--- config.mk ---
export PLATFORM = sky130hd
export DESIGN_NAME = fetch_unit
export DESIGN_NICKNAME = d
export VERILOG_FILES = /design/src/rtl/fetch_unit.sv
export SDC_FILE = /design/constraint.sdc
export NUM_CORES = 1
export LEC_CHECK = 0
export BUFFER_PORTS_ARGS = -buffer_cell sky130_fd_sc_hd__buf_4
export CAP_MARGIN = 5
export CELL_PAD_IN_SITES_DETAIL_PLACEMENT = 1
export CELL_PAD_IN_SITES_GLOBAL_PLACEMENT = 2
export CORE_ASPECT_RATIO = 0.75
export CORE_UTILIZATION = 30
export CTS_CLUSTER_SIZE = 8
export DETAILED_ROUTE_END_ITERATION = 10
export PLACE_DENSITY = 0.82
export SLEW_MARGIN = 20
export SYNTH_ARGS = -nofsm -noshare
export SYNTH_HDL_FRONTEND = slang
export SYNTH_SLANG_ARGS = --single-unit
--- constraint.sdc ---
create_clock -name CLK -period 7.67 [get_ports CLK]
set_input_delay 1.534 -clock CLK [delete_from_list [all_inputs] [get_ports CLK]]
set_output_delay 1.534 -clock CLK [all_outputs]
set_load 0.02 [all_outputs]
--- src/rtl/fetch_unit.sv ---
// rtl/fetch_unit.sv - instruction fetch: PC ownership, icache read port, next-PC select
// Optional feature macro: FETCH_PERFCNT_EN (retired-instruction and icache-wait counters).
module fetch_unit #(
    parameter logic [31:0] PC_INIT = 32'h0000_0000
) (
    input  logic        CLK,
    input  logic        nRST,
    input  logic        ihit,
    input  logic [31:0] iload,
    output logic        iREN,
    output logic [31:0] iaddr,
    output logic [31:0] instr,
    output logic        instr_valid,
    output logic [31:0] npc,
    input  logic [1:0]  pc_src,
    input  logic        branch_taken,
    input  logic [31:0] jr_addr,
    input  logic        halt,
    input  logic        stall,
    output logic        halted,
    output logic [31:0] icount,
    output logic [31:0] wait_cycles
);

    typedef enum logic [1:0] {
        S_FETCH  = 2'b00,
        S_ISSUE  = 2'b01,
        S_HALTED = 2'b10
    } state_t;

    state_t      r_state;
    state_t      w_next_state;
    logic [31:0] r_pc;
    logic [31:0] r_instr;
    logic [31:0] w_next_pc;
    logic [31:0] w_branch_off;
    logic [31:0] w_jr_target;
    logic        w_pc_load;
    logic        w_instr_load;
    logic        w_retire;

    assign npc          = r_pc + 32'd4;
    assign iaddr        = r_pc;
    assign instr        = r_instr;
    assign w_branch_off = {{14{r_instr[15]}}, r_instr[15:0], 2'b00};
    // Register jumps ignore the low two bits so the PC stays word aligned.
    assign w_jr_target  = jr_addr & 32'hFFFF_FFFC;

    // State register; reset drops any icache response still in flight.
    always_ff @(posedge CLK or negedge nRST) begin
        if (!nRST) begin
            r_state <= S_FETCH;
        end else begin
            r_state <= w_next_state;
        end
    end

    // Next-state and per-state outputs; stall outranks halt, halt outranks pc_src.
    always_comb begin
        w_next_state = r_state;
        iREN         = 1'b0;
        instr_valid  = 1'b0;
        halted       = 1'b0;
        w_pc_load    = 1'b0;
        w_instr_load = 1'b0;
        w_retire     = 1'b0;
        case (r_state)
            S_FETCH: begin
                iREN = 1'b1;
                if (ihit) begin
                    w_instr_load = 1'b1;
                    w_next_state = S_ISSUE;
                end
            end
            S_ISSUE: begin
                instr_valid = 1'b1;
                if (!stall) begin
                    w_retire = 1'b1;
                    if (halt) begin
                        w_next_state = S_HALTED;
                    end else begin
                        w_pc_load    = 1'b1;
                        w_next_state = S_FETCH;
                    end
                end
            end
            S_HALTED: begin
                halted = 1'b1;
            end
            default: begin
                w_next_state = S_FETCH;
            end
        endcase
    end

    // Next-PC mux; all arithmetic wraps modulo 2^32.
    always_comb begin
        w_next_pc = npc;
        case (pc_src)
            2'b00: w_next_pc = npc;
            2'b01: w_next_pc = branch_taken ? (npc + w_branch_off) : npc;
            2'b10: w_next_pc = {npc[31:28], r_instr[25:0], 2'b00};
            2'b11: w_next_pc = w_jr_target;
            default: w_next_pc = npc;
        endcase
    end

    // PC advances only when leaving ISSUE toward FETCH, keeping iaddr stable per request.
    always_ff @(posedge CLK or negedge nRST) begin
        if (!nRST) begin
            r_pc <= PC_INIT;
        end else if (w_pc_load) begin
            r_pc <= w_next_pc;
        end
    end

    // Instruction latch captures the icache word on the hit cycle and holds it through ISSUE.
    always_ff @(posedge CLK or negedge nRST) begin
        if (!nRST) begin
            r_instr <= 32'h0000_0000;
        end else if (w_instr_load) begin
            r_instr <= iload;
        end
    end

`ifdef FETCH_PERFCNT_EN
    logic [31:0] r_icount;
    logic [31:0] r_wait_cycles;

    // Performance counters: retirements and FETCH cycles spent waiting on the icache.
    always_ff @(posedge CLK or negedge nRST) begin
        if (!nRST) begin
            r_icount      <= 32'h0000_0000;
            r_wait_cycles <= 32'h0000_0000;
        end else begin
            if (w_retire) begin
                r_icount <= r_icount + 32'd1;
            end
            if (r_state == S_FETCH && !ihit) begin
                r_wait_cycles <= r_wait_cycles + 32'd1;
            end
        end
    end

    assign icount      = r_icount;
    assign wait_cycles = r_wait_cycles;
`else
    assign icount      = 32'h0000_0000;
    assign wait_cycles = 32'h0000_0000;
`endif

endmodule

-- After elaboration in Yosys (flattened, before gate mapping)
Cells that the tools add are included.
- register bits after elaboration: 66
- bits in latches: 0
- bits in writable memories: 0
- memory bits (read-only): 0
- output and inout port bits: 163
- word-level logic and storage cells: 30
- memories kept: 0
- add/subtract/negate cells: 2
- multipliers: 0
- div/mod/pow operators: 0
- magnitude comparators: 0
- equality and inequality tests: 7
- shift-type cells: 0
- multiplexer cells: 14
- bitwise gates (word level): 1
- reduce and logical (&&, ||, !) cells: 3
- operators by type and width (cell ; number):
    32-bit case mux with 4 select lines ; 1
    32-bit by 3-bit adder with 32-bit output (second input constant) ; 1
    32-bit adder ; 1
    32-bit 2-to-1 mux ; 1
    1-bit 2-to-1 mux ; 8
    2-bit == test (second input constant) ; 3
    2-bit 2-to-1 mux ; 3
    2-bit case mux with 3 select lines ; 1
    2-bit by 1-bit == test with 1-bit output (second input constant) ; 2
    2-bit logical NOT ; 2
    2-bit inequality test (second input constant) ; 2
    3-bit AND reduction ; 1
    1-bit NOT ; 1

-- Depth between registers and ports, before layout
- word-level depth: 4
- mapped depth: 16
- mapped depth without buffers: 15

-- Worst setup path before layout
OpenSTA, ideal clock, no wires.
- path type: reg2reg
- start: reg r_pc[8], in the netlist iaddr[8]
- end: reg r_pc[28], in the netlist iaddr[28]
- setup time: 0.094 ns
- arrival: 3.932 ns
- path slack: 3.644 ns
- stages on the path, launching flop included: 16
- buffers on the path: 1
- cell sequence: dfrtp_1 > clkbuf_2 > nand3_1 > nor3_4 > and3_1 > nand3_1 > xnor2_1 > ha_1 > a21oi_1 > nand3_1 > or3_1 > o211ai_1 > a21oi_1 > o2111ai_1 > mux2_2 > a211oi_1
- word-level cells in the longest chain between the ends: 4
- ends and longest elaborated chain (item ; line ; source):
    start: declaration ; 33 ; logic [31:0] r_pc;
    start signal: assignment ; 113 ; r_pc <= w_next_pc;
    32-bit by 3-bit adder with 32-bit output ; 42 ; assign npc = r_pc + 32'd4;
    via npc[17] ; 14 ; output logic [31:0] npc,
    32-bit adder ; 101 ; 2'b01: w_next_pc = branch_taken ? (npc + w_branch_off) : npc;
    32-bit 2-to-1 mux ; 101 ;
    32-bit case mux with 4 select lines ; 99 ; case (pc_src)
The timed path passes the listed nets, and every way through them passes these cells.
A chain may end at the register's enable or synchronous reset.

-- Final worst setup path
- start: reg r_pc[2], in the netlist iaddr[2]
- end: out npc[30]
- word-level cells in the longest chain between the ends: 1
- ends and longest elaborated chain (item ; line):
    32-bit by 3-bit adder with 32-bit output ; 42
    end: declaration ; 14
No other way between the ends.

==> flow_summary.json <==
{
  "initial_core_util": 0.3055,
  "routedWlPerCell_um": 19.81,
  "drtPass1Iterations": 5,
  "cts_buffer_depth": 2,
  "drive_above_1_share": 0.2693,
  "synth_top_family_by_area": "compound AO/OA/AOI/OAI gates",
  "cts_inserted_buffers": 9,
  "place.port_buffers": 164,
  "design_area_um2": 7666,
  "n_antenna_cell": 0,
  "grt_max_degree": 65,
  "ios": 235,
  "finalCritPeriodShare": 0.6002,
  "slew_violations": 0,
  "synthSimpleGateAreaFrac": 0.1830,
  "max-vdd-ir-drop_v": 0.0001667,
  "drc_errors": 0,
  "cp.required_ns": 6.14,
  "synthTopCellsByArea": "dfrtp_1 26%, buf_4 8.3%, ha_1 7.1%, mux2_2 6.4%, nand2_1 4.0%",
  "p_leak_nw": 3.622,
  "core_area_um2": 20210,
  "timing.fmax_mhz": 217.2,
  "postCtsHoldBufs": 0,
  "slowest_delay_ns": 0.71,
  "cts_max_level": 3,
  "drt_first_iter_violations": 328,
  "synth_compound_area_frac": 0.2146,
  "dieArea_um2": 21170,
  "endpoint_kind": "primary output",
  "syn_avg_cell_area_um2": 8.435,
  "maxCapViolCount": 0,
  "vias": 5994,
  "finalCriticalPeriod_ns": 4.604,
  "synth-seq-area-share": 0.2594,
  "synthDistinctLibCells": 67,
  "ys_seq_elements": 64,
  "status": "finished clean",
  "worst_slack_ns": 3.066,
  "setup_tns_ns": 0,
  "grt_pass1_wl_um": 35000,
  "path_cells": "ha_1, inv_1, or4_1, nor4_4, and4_1, xor2_1, buf_4",
  "rsz0062_at_grt": "false",
  "ys_top_cells_by_count": "68 x buf_4, 66 x nand2_1, 64 x dfrtp_1, 49 x nor2_1, 45 x a21oi_1",
  "dpl.hpwl_um": 16890,
  "slew_headroom": 0.3782,
  "clk_latency_ns": 0.34,
  "final_util": 0.3793,
  "cts-root-buf": "clkbuf_16",
  "vias_per_cell": 5.267,
  "powerDensity_nw_per_um2": 488.7,
  "path_max_fanout": 7,
  "synth_mux_area_frac": 0.08571,
  "ys.flop_type": "dfrtp_1",
  "worst_pin_slew_ns": 0.9328,
  "nets": 983,
  "path_class": "reg2out",
  "antenna_found_initial": 0,
  "drt-total-wl_um": 22550,
  "syn2layout_area_growth_pct": 24.15,
  "slowest_stage": "or4_1",
  "yosysTopAreaCell": "dfrtp_1",
  "die_x_um": 167.7,
  "synth_edf_count": 0,
  "ant_nets": 0,
  "cts.sinks": 64,
  "cts_resized": 0,
  "startpoint_type": "register",
  "clk_pin_slew_worst_paths_ns": 0.06,
  "yosysMostFrequentCell": "buf_4",
  "cts_tree": "yes",
  "syn_inst": 732,
  "post-cts-setup-buffers": 0,
  "grt_pass1_vias": 5893,
  "rows": 45,
  "dpl_cell_area_um2": 7372,
  "async_reset_ff_frac": 1.000,
  "syn_area_um2": 6175,
  "arrival_ns": 3.07,
  "synthAdderAreaFrac": 0.07416,
  "die_h_um": 126.2,
  "hold_violations": 0,
  "synth-xor-area-share": 0.06606,
  "total_power_w": 0.003747,
  "yosys_warnings": 0,
  "dp_slack_ns": 3.228,
  "gp_congestion": 0.8447,
  "clock_skew_ns": 0.005226,
  "grt.overflow.total": 0,
  "yosysTopAreaCellShare": 0.2594,
  "setup_viol": 0,
  "hold_path_class": "reg2reg",
  "grt_usage": 0.2151
}
[power by group]
group	internal [W]	switching (W)	total [W]
logic	0.00108	0.00148	0.00256
clock network	0.000245	0.000168	0.000413
registers	0.000499	0.000274	0.000773
[flip-flops by register name (all words and copies together), names as in the netlist]
register and cells:
instr 32, iaddr 30, r_state 2
[layout make-up]
cell class                      instances  area (um2)
Timing Repair Buffer                  170        1276
Fill cell                            2458       12550
Tap cell                              258       322.8
Clock buffer                           12       266.5
Inverter                               16       60.06
Sequential cell                        64        1602
Clock inverter                          4       27.53
Multi-Input combinational cell        614        4111
[cells in the final DEF (no fill, tap or decap), drive strengths merged, types with 16 or more instances in the layout]
cell | Yosys | routed
xor2 | 20 | 20
nor3 | 17 | 17
nor2 | 49 | 49
a21oi | 45 | 45
xnor2 | 24 | 24
mux2 | 35 | 35
nand2 | 66 | 66
ha | 35 | 35
dfrtp | 64 | 64
nand3 | 23 | 23
conb | 1 | 68
a21o | 16 | 16
o21ai | 45 | 45
buf | 80 | 170
inv | 16 | 16
[kinds of logic (layout without fill, tap and decap cells)]
logic type               count (synthesis)  after routing
AND/OR/NAND/NOR                        220            220
AO/OA/AOI/OAI                          200            200
buffers and inverters                  121            202
flip-flops                              64             64
multiplexers                            46             46
XOR/XNOR                                44             44
adder cells (fa/ha/maj)                 36             36
other                                    1             68
[worst max-delay path: cells and delay by family, from the launching register on]
kind                     cells  cell delay [ns]
XOR/XNOR                     1             0.25
AND/OR/NAND/NOR              3             1.42
buffers and inverters        2             0.26
adder cells (fa/ha/maj)      1             0.33
flip-flops                   1             0.47
[worst paths after layout]
| path | start | endpoint | slack (ns) | cells after the start |
|---|---|---|---|---|
| max in group asynchronous | nRST | iaddr[29] | 5.73 | 1 |
| min | instr[28] | instr[28] | 0.51 | 1 |
| min in group asynchronous | nRST | instr[13] | 1.32 | 1 |
| max reg2reg | iaddr[2] | iaddr[31] | 3.24 | 15 |
| min reg2reg | instr[28] | instr[28] | 0.51 | 1 |
| max | iaddr[2] | npc[30] | 3.07 | 7 |
[per-stage QoR]
stage	std cells	hold WS [ns]
5_1_grt	1138	0.5355
3_3_place_gp	1122	0.4909
4_1_cts	1138	0.5142
6_report	1138	0.5123
2_1_floorplan	799	0.6360
3_5_place_dp	1122	0.4979
[per-layer routing]
layer,share of wire,vias up,GRT usage
met5,0,-,0
met4,0.016,0,0.05613
met3,0.078,23,0.06003
met2,0.42,226,0.3103
met1,0.49,2909,0.3111
li1,-,2836,-
(Power assumes the default switching activity.)
